**config.mk**
```make
export PLATFORM = sky130hd
export DESIGN_NAME = jtag_seq_master
export DESIGN_NICKNAME = d
export VERILOG_FILES = /design/src/rtl/jtag_seq_master.sv
export SDC_FILE = /design/constraint.sdc
export NUM_CORES = 1
export LEC_CHECK = 0
export CAP_MARGIN = 5
export CORE_AREA = 3 3 115 117
export CTS_CLUSTER_SIZE = 20
export DETAILED_ROUTE_END_ITERATION = 8
export DIE_AREA = 0 0 118 120
export PLACE_DENSITY = 0.76
export SLEW_MARGIN = 20
export SYNTH_ARGS = -nofsm -noshare
export SYNTH_HDL_FRONTEND = slang
export SYNTH_SLANG_ARGS = --single-unit
```
**constraint.sdc**
```tcl
create_clock -name w_clk -period 2.6 [get_ports w_clk]
set_clock_uncertainty 0.2 [all_clocks]
set_input_delay 0.52 -clock w_clk [delete_from_list [all_inputs] [get_ports w_clk]]
set_output_delay 0.52 -clock w_clk [all_outputs]
set_load 0.05 [all_outputs]
```
**src/rtl/jtag_seq_master.sv**
```systemverilog
// jtag_seq_master: JTAG TAP sequencer driving tck/tms/tdi and returning captured TDO bits.
// Executes one IR or DR scan per accepted command, replaying Test-Logic-Reset after every reset.
// Optional feature macro: JTAG_TDO_CAPTURE_EN (defined = TDO capture into rsp_data, undefined = rsp_data tied 0).
module jtag_seq_master #(
    parameter int unsigned DR_MAX   = 64,
    parameter int unsigned LEN_W    = 7,
    parameter int unsigned HALF_PER = 2,
    parameter int unsigned RST_TMS  = 5
) (
    input  logic              w_clk,
    input  logic              w_rst,
    input  logic              cmd_valid,
    output logic              cmd_ready,
    input  logic              cmd_ir,
    input  logic [LEN_W-1:0]  cmd_len,
    input  logic [DR_MAX-1:0] cmd_data,
    output logic              rsp_valid,
    output logic [DR_MAX-1:0] rsp_data,
    output logic              tck,
    output logic              tms,
    output logic              tdi,
    input  logic              tdo,
    output logic              busy
);

    localparam int unsigned HP_W = (HALF_PER > 1) ? $clog2(HALF_PER) : 1;
    localparam int unsigned RC_W = $clog2(RST_TMS);
    localparam logic [HP_W-1:0]  HP_LAST = HP_W'(HALF_PER - 1);
    localparam logic [RC_W-1:0]  RC_LAST = RC_W'(RST_TMS - 1);
    localparam logic [LEN_W-1:0] LEN_MAX = LEN_W'(DR_MAX);

    typedef enum logic [3:0] {
        S_TLR, S_RTI, S_IDLE, S_SELDR, S_SELIR, S_CAPTURE, S_SHIFT, S_EXIT1, S_UPDATE
    } state_t;

    state_t             r_state;
    logic [HP_W-1:0]    r_hcnt;
    logic [RC_W-1:0]    r_rcnt;
    logic [LEN_W-1:0]   r_bit;
    logic [LEN_W-1:0]   r_len;
    logic [DR_MAX-1:0]  r_data;
    logic               r_ir;
    logic               r_scan;
    logic               r_tck;
    logic               r_tms;
    logic               r_tdi;
    logic               r_cmd_ready;
    logic               r_rsp_valid;

    logic               w_tick;
    logic               w_fall;
    logic               w_rise;
    logic               w_accept;
    logic               w_last;
    logic [LEN_W-1:0]   w_len_clamp;

    // Half-period tick, edge qualifiers and command acceptance.
    assign w_tick      = (r_state != S_IDLE) && (r_hcnt == HP_LAST);
    assign w_fall      = w_tick & r_tck;
    assign w_rise      = w_tick & ~r_tck;
    assign w_accept    = cmd_valid & r_cmd_ready;
    assign w_last      = (r_bit == (r_len - LEN_W'(1)));
    assign w_len_clamp = (cmd_len > LEN_MAX) ? LEN_MAX : cmd_len;

    // TAP sequencer: one state per tck period, tms/tdi advance on the tck falling tick.
    always_ff @(posedge w_clk) begin
        if (w_rst) begin
            r_state     <= S_TLR;
            r_hcnt      <= '0;
            r_rcnt      <= '0;
            r_bit       <= '0;
            r_len       <= '0;
            r_data      <= '0;
            r_ir        <= 1'b0;
            r_scan      <= 1'b0;
            r_tck       <= 1'b0;
            r_tms       <= 1'b1;
            r_tdi       <= 1'b0;
            r_cmd_ready <= 1'b0;
            r_rsp_valid <= 1'b0;
        end else begin
            r_rsp_valid <= 1'b0;
            if (r_state == S_IDLE || r_hcnt == HP_LAST) begin
                r_hcnt <= '0;
            end else begin
                r_hcnt <= r_hcnt + HP_W'(1);
            end
            if (w_tick) begin
                r_tck <= ~r_tck;
            end
            if (r_state == S_IDLE) begin
                if (w_accept) begin
                    r_state     <= S_SELDR;
                    r_tms       <= 1'b1;
                    r_tdi       <= 1'b0;
                    r_cmd_ready <= 1'b0;
                    r_scan      <= 1'b1;
                    r_ir        <= cmd_ir;
                    r_data      <= cmd_data;
                    r_len       <= w_len_clamp;
                    r_bit       <= '0;
                end
            end else if (w_fall) begin
                case (r_state)
                    S_TLR: begin
                        if (r_rcnt == RC_LAST) begin
                            r_state <= S_RTI;
                            r_tms   <= 1'b0;
                        end else begin
                            r_rcnt <= r_rcnt + RC_W'(1);
                        end
                    end
                    S_RTI: begin
                        r_state     <= S_IDLE;
                        r_tms       <= 1'b0;
                        r_cmd_ready <= 1'b1;
                        r_rsp_valid <= r_scan;
                        r_scan      <= 1'b0;
                    end
                    S_SELDR: begin
                        if (r_ir) begin
                            r_state <= S_SELIR;
                            r_tms   <= 1'b1;
                        end else begin
                            r_state <= S_CAPTURE;
                            r_tms   <= (r_len == '0);
                        end
                    end
                    S_SELIR: begin
                        r_state <= S_CAPTURE;
                        r_tms   <= (r_len == '0);
                    end
                    S_CAPTURE: begin
                        if (r_len == '0) begin
                            r_state <= S_EXIT1;
                            r_tms   <= 1'b1;
                        end else begin
                            r_state <= S_SHIFT;
                            r_tdi   <= r_data[0];
                            r_data  <= r_data >> 1;
                            r_tms   <= (r_len == LEN_W'(1));
                            r_bit   <= '0;
                        end
                    end
                    S_SHIFT: begin
                        if (w_last) begin
                            r_state <= S_EXIT1;
                            r_tms   <= 1'b1;
                            r_tdi   <= 1'b0;
                        end else begin
                            r_bit  <= r_bit + LEN_W'(1);
                            r_tdi  <= r_data[0];
                            r_data <= r_data >> 1;
                            r_tms  <= ((r_bit + LEN_W'(2)) == r_len);
                        end
                    end
                    S_EXIT1: begin
                        r_state <= S_UPDATE;
                        r_tms   <= 1'b0;
                    end
                    S_UPDATE: begin
                        r_state <= S_RTI;
                        r_tms   <= 1'b0;
                    end
                    default: begin
                        r_state <= S_TLR;
                        r_tms   <= 1'b1;
                        r_rcnt  <= '0;
                    end
                endcase
            end
        end
    end

`ifdef JTAG_TDO_CAPTURE_EN
    logic [DR_MAX-1:0] r_rsp;

    // TDO capture on the tck rising tick of each SHIFT period; cleared on accept.
    always_ff @(posedge w_clk) begin
        if (w_rst) begin
            r_rsp <= '0;
        end else if (r_state == S_IDLE && w_accept) begin
            r_rsp <= '0;
        end else if (w_rise && r_state == S_SHIFT) begin
            for (int k = 0; k < int'(DR_MAX); k++) begin
                if (LEN_W'(k) == r_bit) begin
                    r_rsp[k] <= tdo;
                end
            end
        end
    end

    assign rsp_data = r_rsp;
`else
    logic w_unused_tdo;

    assign w_unused_tdo = tdo;
    assign rsp_data     = '0;
`endif

    assign cmd_ready = r_cmd_ready;
    assign busy      = ~r_cmd_ready;
    assign rsp_valid = r_rsp_valid;
    assign tck       = r_tck;
    assign tms       = r_tms;
    assign tdi       = r_tdi;

endmodule

```
-- Word-level counts from Yosys, hierarchy flattened
Index checks and enable logic that the tools add are counted.
- add/sub/neg operators: 5
- $mul: 0
- divide/modulo/power cells: 0
- $lt $le $gt $ge: 1
- eq/ne operators: 19
- shifts and indexed selects: 0
- muxes and demuxes: 43
- bitwise operators: 8
- reduce and logical (&&, ||, !) cells: 18
- operators with widths (cell ; count):
    2-to-1 mux 64 bit ; 5
    case mux 64 bit (2 select lines) ; 1
    2-to-1 mux 7 bit ; 6
    case mux 4 bit (8 select lines) ; 1
    2-to-1 mux 1 bit ; 20
    2-to-1 mux 4 bit ; 5
    equality test 4 x 3 -> 1 bit (second input constant) ; 4
    equality test 7 bit ; 2
    case mux 7 bit (2 select lines) ; 1
    != test 3 bit (second input constant) ; 4
    AND reduction 4 bit ; 3
    equality test 4 x 2 -> 1 bit (second input constant) ; 2
    adder 7 x 1 -> 7 bit (second input constant) ; 1
    adder 7 x 2 -> 7 bit (second input constant) ; 1
    equality test 7 x 1 -> 1 bit (second input constant) ; 1
    greater-than comparator 7 bit (second input constant) ; 1
    zero test 7 bit ; 1
    OR reduction 7 bit ; 1
    subtractor 7 x 1 -> 7 bit (second input constant) ; 1
    NOT 1 bit ; 6
    case mux 1 bit (6 select lines) ; 1
    case mux 3 bit (2 select lines) ; 1
    AND reduction 3 bit ; 2
    AND reduction 5 bit ; 1
    other kinds (19) ; 22
- flip-flop bits (word level): 93
- latch bits: 0
- memory bits (writable): 0
- memory bits (read-only): 0
- output and inout bits: 70
- word-level logic and storage cells: 107
- memories: 0

-- Depth between registers and ports, before layout
Gate-level depths: netlist of run 1.
- depth after elaboration: 6
- depth in mapped cells: 11
- gate-level depth less buffers: 8

-- Worst setup path after synthesis of run 1
Ideal clock, no wire load.
- kind: register -> register
- from: register r_len[0]
- to: register r_data[0]
- arrival time: 2.448 ns
- data required time: 2.253 ns
- path slack: -0.195 ns
- cell stages (with the launch flop): 10
- path buffers: 3
- period minus slack after synthesis: 2.795 ns
- cell sequence: dfxtp_1 > or2_2 > or4b_1 > a2111o_1 > o41a_1 > buf_2 > buf_6 > buf_2 > nor2_1 > a311oi_2
- word-level cells in the longest chain between the ends: 4
- RTL lines (item ; RTL line ; source):
    from (decl) ; 40 ; logic [LEN_W-1:0] r_len;
    from (signal assigned) ; 100 ; r_len <= w_len_clamp;
    subtractor 7 x 1 -> 7 bit ; 62 ; assign w_last = (r_bit == (r_len - LEN_W'(1)));
    equality test 7 bit ; 62 ;
    != test 3 bit (no line) ; - ;
    AND reduction 5 bit (no line) (*) ; - ;
    to (signal assigned) ; 99 ; r_data <= cmd_data;
    to (signal assigned) ; 140 ; r_data <= r_data >> 1;
    to (signal assigned) ; 153 ; r_data <= r_data >> 1;
    to (decl) ; 41 ; logic [DR_MAX-1:0] r_data;
Mark *: on every way between the ends. The rest lies on a longest branch, timed or not.
A chain may end at the register's enable or synchronous reset.

-- Worst setup path in the final report of run 1
- from: register r_len[1]
- to: register r_data[21]
The elaborated chain is that of the path after synthesis.

==> flow_summary.toml, run 1 <==
[global_routing]
track_usage = 0.1659
grt_pass1_wl_um = 19740
gr-total-overflow = 0
grt_pass1_vias = 4295
antenna_found_initial = 0
grt_max_degree = 94

[synth]
syn_area_per_cell_um2 = 8.357
syn_area_um2 = 5415
ys_top_cells_by_count = "144 x nand2_1, 93 x dfxtp_1, 88 x nor2_1, 64 x buf_4, 59 x a311oi_2"
synth_top_area_frac = 0.3438
yosysWarnings = 0
netlist_top_cells_area = "dfxtp_1 34%, a311oi_2 16%, nand2_1 10%, buf_4 8.9%, nor2_1 6.1%"
yosysMostFrequentCell = "nand2_1"
synth_cell_types = 52
synth_seq_cells = 93
seq_area_frac_synth = 0.3438
async_flop_share = 0
synthCells = 648
synth_top_flop_cell = "dfxtp_1"
yosysTopAreaCell = "dfxtp_1"
synth_edf_count = 0

[critical_path]
arrival_ns = 2.78
r2r_cells = 6
cp_max_fo = 61
crit_required_ns = 2.65
critPathKind = "reg -> reg"
critPathLaunchType = "flop"
worstSetupEndpointType = "flop"

[clocking]
clk_pin_slew_worst_paths_ns = 0.07
root_buffer = "clkbuf_16"
cts_max_path_buffers = 2
worstSkewPairLatency_ns = 0.34
cts_tree = "yes"
cts.sinks = 93
ctsHoldBuffers = 0
cts_inserted_buffers = 9
htree_levels = 3

[timing]
setup_slack_ns = -0.1301
worstMarginPinSlew_ns = 0.6678
fin_tns_setup_ns = -5.109
maxSlewHeadroom = 0.5548
slew_viol_final = 0
period_share = 1.050
rsz0062_at_grt = "yes"
setup_viol = 67
min_period_ns = 2.730
max_freq_mhz = 366.3
final-hold-violation-count = 0

[final_layout]
fillers = 1122
nNetsFinal = 800
area_growth_pct = 23.71
stdcell_area_um2 = 6699
diodes = 0
post-route-util = 0.5374
drive_gt1_frac = 0.2033

[routing]
drcViolationCount = 0
met3_length_um = 699
drt_iter0_markers = 210
via_per_inst = 5.144
vias = 4604
drt-total-wl_um = 12090
wl_met2_um = 6077
ant_nets = 0
routed.top_layer = "met4"
routedWlPerCell_um = 13.51
drt_pre_antenna_iters = 4
routedLengthMet1_um = 5180

[min_path]
hp-class = "reg -> reg"
hold_depth = 2

[die]
die_h_um = 120
pin_count = 146
core-area_um2 = 12470
start_util = 0.4344
dieArea_um2 = 14160
die_width_um = 118
num_rows = 41

[place]
io_buffers = 80
gp_congestion = 0.8729
place_area_um2 = 6340
post-dp-hpwl_um = 8176

[job]
max_cap_viol_count = 0

[outcome]
outcome = "finished with violations"
violations = "negative setup slack"

[power]
power_density_nw_per_um2 = 473.1
p_total_mw = 3.170
vdd_drop_max_mv = 0.2969
p_leak_nw = 2.117
kinds of logic after synthesis:
logic type	after synthesis	share of synthesized area
AOI/OAI and AO/OA	120	0.2396
xor gates and xnor gates	15	0.02426
adders and majority gates	6	0.01386
buffers and inverters	122	0.1398
DFF	93	0.3438
muxes	4	0.007394
other	1	0.0006925
and+or+nand+nor	287	0.2306
final timing paths:
check	from	endpoint	slack, ns
min reg2reg	r_scan	r_scan	0.26
max reg2reg	r_len[1]	r_data[21]	-0.13
max	r_len[1]	r_data[21]	-0.13
min	r_scan	r_scan	0.26
through the flow:
stage	worst slack [ns]	std cells	hold WS [ns]
finish	-0.1301	895	0.2573
floorplan	-0.03724	711	0.2316
global route	-0.2018	895	0.2849
detailed placement	-0.2086	878	0.2508
CTS	-0.1167	895	0.2600
global placement	-0.1561	878	0.2397
sequential cells by signal, indices dropped and copies added (netlist names), 3 cells and up:
signal   count
r_state      4
r_data      64
r_len        7
r_bit        7
r_rcnt       3
final cells by class:
cell class | instances | area [µm²] | share of cell area
inverter | 9 | 33.78 | 0.005043
clock inverter | 6 | 70.07 | 0.01046
tap | 172 | 215.2 | 0.03213
sequential | 93 | 1864 | 0.2783
clock buffer | 10 | 239.0 | 0.03567
multi-input combinational | 496 | 3216 | 0.4800
timing repair buffer | 109 | 1061 | 0.1584
worst max-delay path, cell delays in order (launching register included):
cell and delay, ns:
dfxtp_2 0.34, or2_4 0.25, or4b_1 0.48, a2111o_1 0.42, o41a_4 0.42, buf_12 0.22, a311oi_1 0.27
cells in the final DEF (no fill, tap or decap), drive strengths merged, types with 2 or more instances in the layout:
master         instances
nand2b                 5
nor3                   5
nand3                  7
xnor2                  7
nor4b                  3
clkbuf                10
or4b                   3
a21oi                 19
nand4                  6
nand2                144
a311oi                64
xor2                   8
clkinv                 2
a211o                  2
o21ai                 10
ha                     6
dfxtp                 93
conb                  64
mux2i                  4
or4                    3
or3                    3
a31oi                  5
nor3b                  8
o311ai                 5
nand3b                 2
clkdlybuf4s50         79
clkinvlp               2
o2bb2ai                2
inv                   10
o211ai                 2
nor2                  88
nor4                   2
buf                   30
and2                   3
nor2b                  2
repair_timing:
item                       4_1_cts  5_1_grt
hold endpoints to repair         0        0
buffers inserted                 1        0
pin swaps                        1        1
setup endpoints to repair       68       73
gates resized for setup          4        5
routing by layer:
metal / vias to the layer above / track usage
li1: 2277 / -
met1: 2190 / 0.2047
met2: 124 / 0.2799
met3: 13 / 0.05514
met4: 0 / 0.04176
met5: - / 0
power by group:
part           internal (mW)  switching [mW]  total (mW)
sequential              1.43         0.00402        1.43
combinational          0.114           0.270       0.385
clock                  0.778           0.575        1.35
total                   2.32           0.850        3.17
Power figures use the tool's default switching activity.
==> inputs of run 2 (changes only) <==
--- a/config.mk
+++ b/config.mk
@@ -7,6 +7,7 @@
 export LEC_CHECK = 0
 export CAP_MARGIN = 5
 export CORE_AREA = 3 3 115 117
+export CTS_CLUSTER_DIAMETER = 200
 export CTS_CLUSTER_SIZE = 20
 export DETAILED_ROUTE_END_ITERATION = 8
 export DIE_AREA = 0 0 118 120
==> results of run 2 <==
Same layout as run 1: the final DEF is identical, and so are final timing and power.
==> inputs of run 3 (changes only) <==
--- a/config.mk
+++ b/config.mk
@@ -12,6 +12,7 @@
 export DETAILED_ROUTE_END_ITERATION = 8
 export DIE_AREA = 0 0 118 120
 export PLACE_DENSITY = 0.76
+export SKIP_CTS_REPAIR_TIMING = 1
 export SLEW_MARGIN = 20
 export SYNTH_ARGS = -nofsm -noshare
 export SYNTH_HDL_FRONTEND = slang
==> run 3 against run 2 <==
Net effect: the run still ends with negative setup slack left; critical endpoint is now r_data[53]; cell area increased by 2.1%; largest power group unchanged; sequential cell count stayed put; worst hold slack got worse by 0.0018 ns; combinational power hardly changed; critical path depth rose by 1; critical path type unchanged.
==> flow_summary.toml, run 3 (synthesis results as in run 1) <==
[global_routing]
grt_max_degree = 94
grt_pass1_vias = 4262
grt_pass1_wl_um = 19630
grtUsageMet1 = 0.2068
grt_util_met2 = 0.2745
antenna_found_initial = 0
track_usage = 0.1649
top_usage_layer = "met2"
gr-total-overflow = 0
use_met3 = 0.05325

[final_layout]
diodes = 0
nNetsFinal = 804
area_growth_pct = 26.25
mostFrequentLayoutCells = "144 x nand2_1, 91 x dfxtp_1, 79 x clkdlybuf4s50_1, 64 x conb_1, 60 x a311oi_2"
final_common_cell = "nand2_1"
reg_top3 = "r_data (64), r_bit (7), r_len (7)"
largest_reg_flops = 64
regMostFlops = "r_data"
drive_gt1_frac = 0.2215
stdcell_area_um2 = 6837

[routing]
ant_nets = 0
vias = 4718
drt_iter0_markers = 249
drt-total-wl_um = 12670
routedWlPerCell_um = 14.09
drcViolationCount = 0
via_per_inst = 5.248
drt_pre_antenna_iters = 4

[clocking]
root_buffer = "clkbuf_16"
cts.sinks = 93
worstSkewPairLatency_ns = 0.35
cts_max_path_buffers = 2
cts_inserted_buffers = 9
clk_pin_slew_worst_paths_ns = 0.06
cts_tree = "yes"
htree_levels = 3

[timing]
fin_tns_setup_ns = -7.398
max_freq_mhz = 364.0
worstMarginPinSlew_ns = 0.6763
slew_viol_final = 0
period_share = 1.057
final-hold-violation-count = 0
setup_viol = 67
maxSlewHeadroom = 0.5492
min_period_ns = 2.747
setup_slack_ns = -0.1475
rsz0062_at_grt = "yes"

[critical_path]
critPathLaunchType = "flop"
cp_max_fo = 23
critPathKind = "reg -> reg"
arrival_ns = 2.76
crit_required_ns = 2.61
worstSetupEndpointType = "flop"

[die]
pin_count = 146
die_h_um = 120
num_rows = 41
start_util = 0.4344
dieArea_um2 = 14160
core-area_um2 = 12470
die_width_um = 118

[outcome]
violations = "negative setup slack"
outcome = "finished with violations"

[job]
max_cap_viol_count = 0

[min_path]
hp-class = "reg -> reg"

[place]
post-dp-hpwl_um = 8176
gp_congestion = 0.8729
dp_slack_ns = -0.2086
place_area_um2 = 6340
io_buffers = 80

[power]
vdd_drop_max_mv = 0.2983
p_leak_nw = 2.171
p_total_mw = 3.168
power_density_nw_per_um2 = 463.4
## run 3: through the flow
| step | hold slack, ns | util | cells |
|---|---|---|---|
| 5_1_grt | 0.2849 | 0.5484 | 899 |
| 4_1_cts | 0.2600 | 0.5334 | 894 |
| 3_3_place_gp | 0.2397 | 0.5086 | 878 |
| 3_5_place_dp | 0.2508 | 0.5086 | 878 |
| 2_1_floorplan | 0.2316 | - | 711 |
| 6_report | 0.2556 | 0.5484 | 899 |
## run 3: worst paths after layout
path,to,from,slack (ns),cells after the start
worst min register to register,r_scan,r_scan,0.26,2
worst max register to register,r_data[53],r_len[1],-0.15,7
worst max-delay path,r_data[53],r_len[1],-0.15,7
worst min-delay path,r_scan,r_scan,0.26,2
## run 3: report_power, final
part | total [mW] | internal [mW] | switching [mW]
clock network | 1.35 | 0.778 | 0.574
registers | 1.43 | 1.43 | 0.00403
logic | 0.385 | 0.114 | 0.270
total | 3.17 | 2.32 | 0.848
## run 3: layout make-up
class / instances / area [µm²]
inverter: 9 / 33.78
clock inverter: 6 / 70.07
tap: 172 / 215.2
multi-input combinational: 496 / 3256
sequential: 93 / 1864
clock buffer: 10 / 239.0
fill: 1123 / 5629
timing repair buffer: 113 / 1159
## run 3: metal layers
metal | routed length [µm] | vias up | part of all wire
li1 | - | 2286 | -
met1 | 5274 | 2270 | 0.42
met2 | 6501 | 152 | 0.51
met3 | 766 | 10 | 0.060
met4 | 127 | 0 | 0.010
met5 | 0 | - | 0
## run 3: critical path, cell delays in order, from the launching register on
cell	delay (ns)
dfxtp_2	0.33
or2_4	0.25
or4b_1	0.48
a2111o_1	0.43
o41a_4	0.48
clkbuf_16	0.27
nor2_2	0.11
a311oi_2	0.05
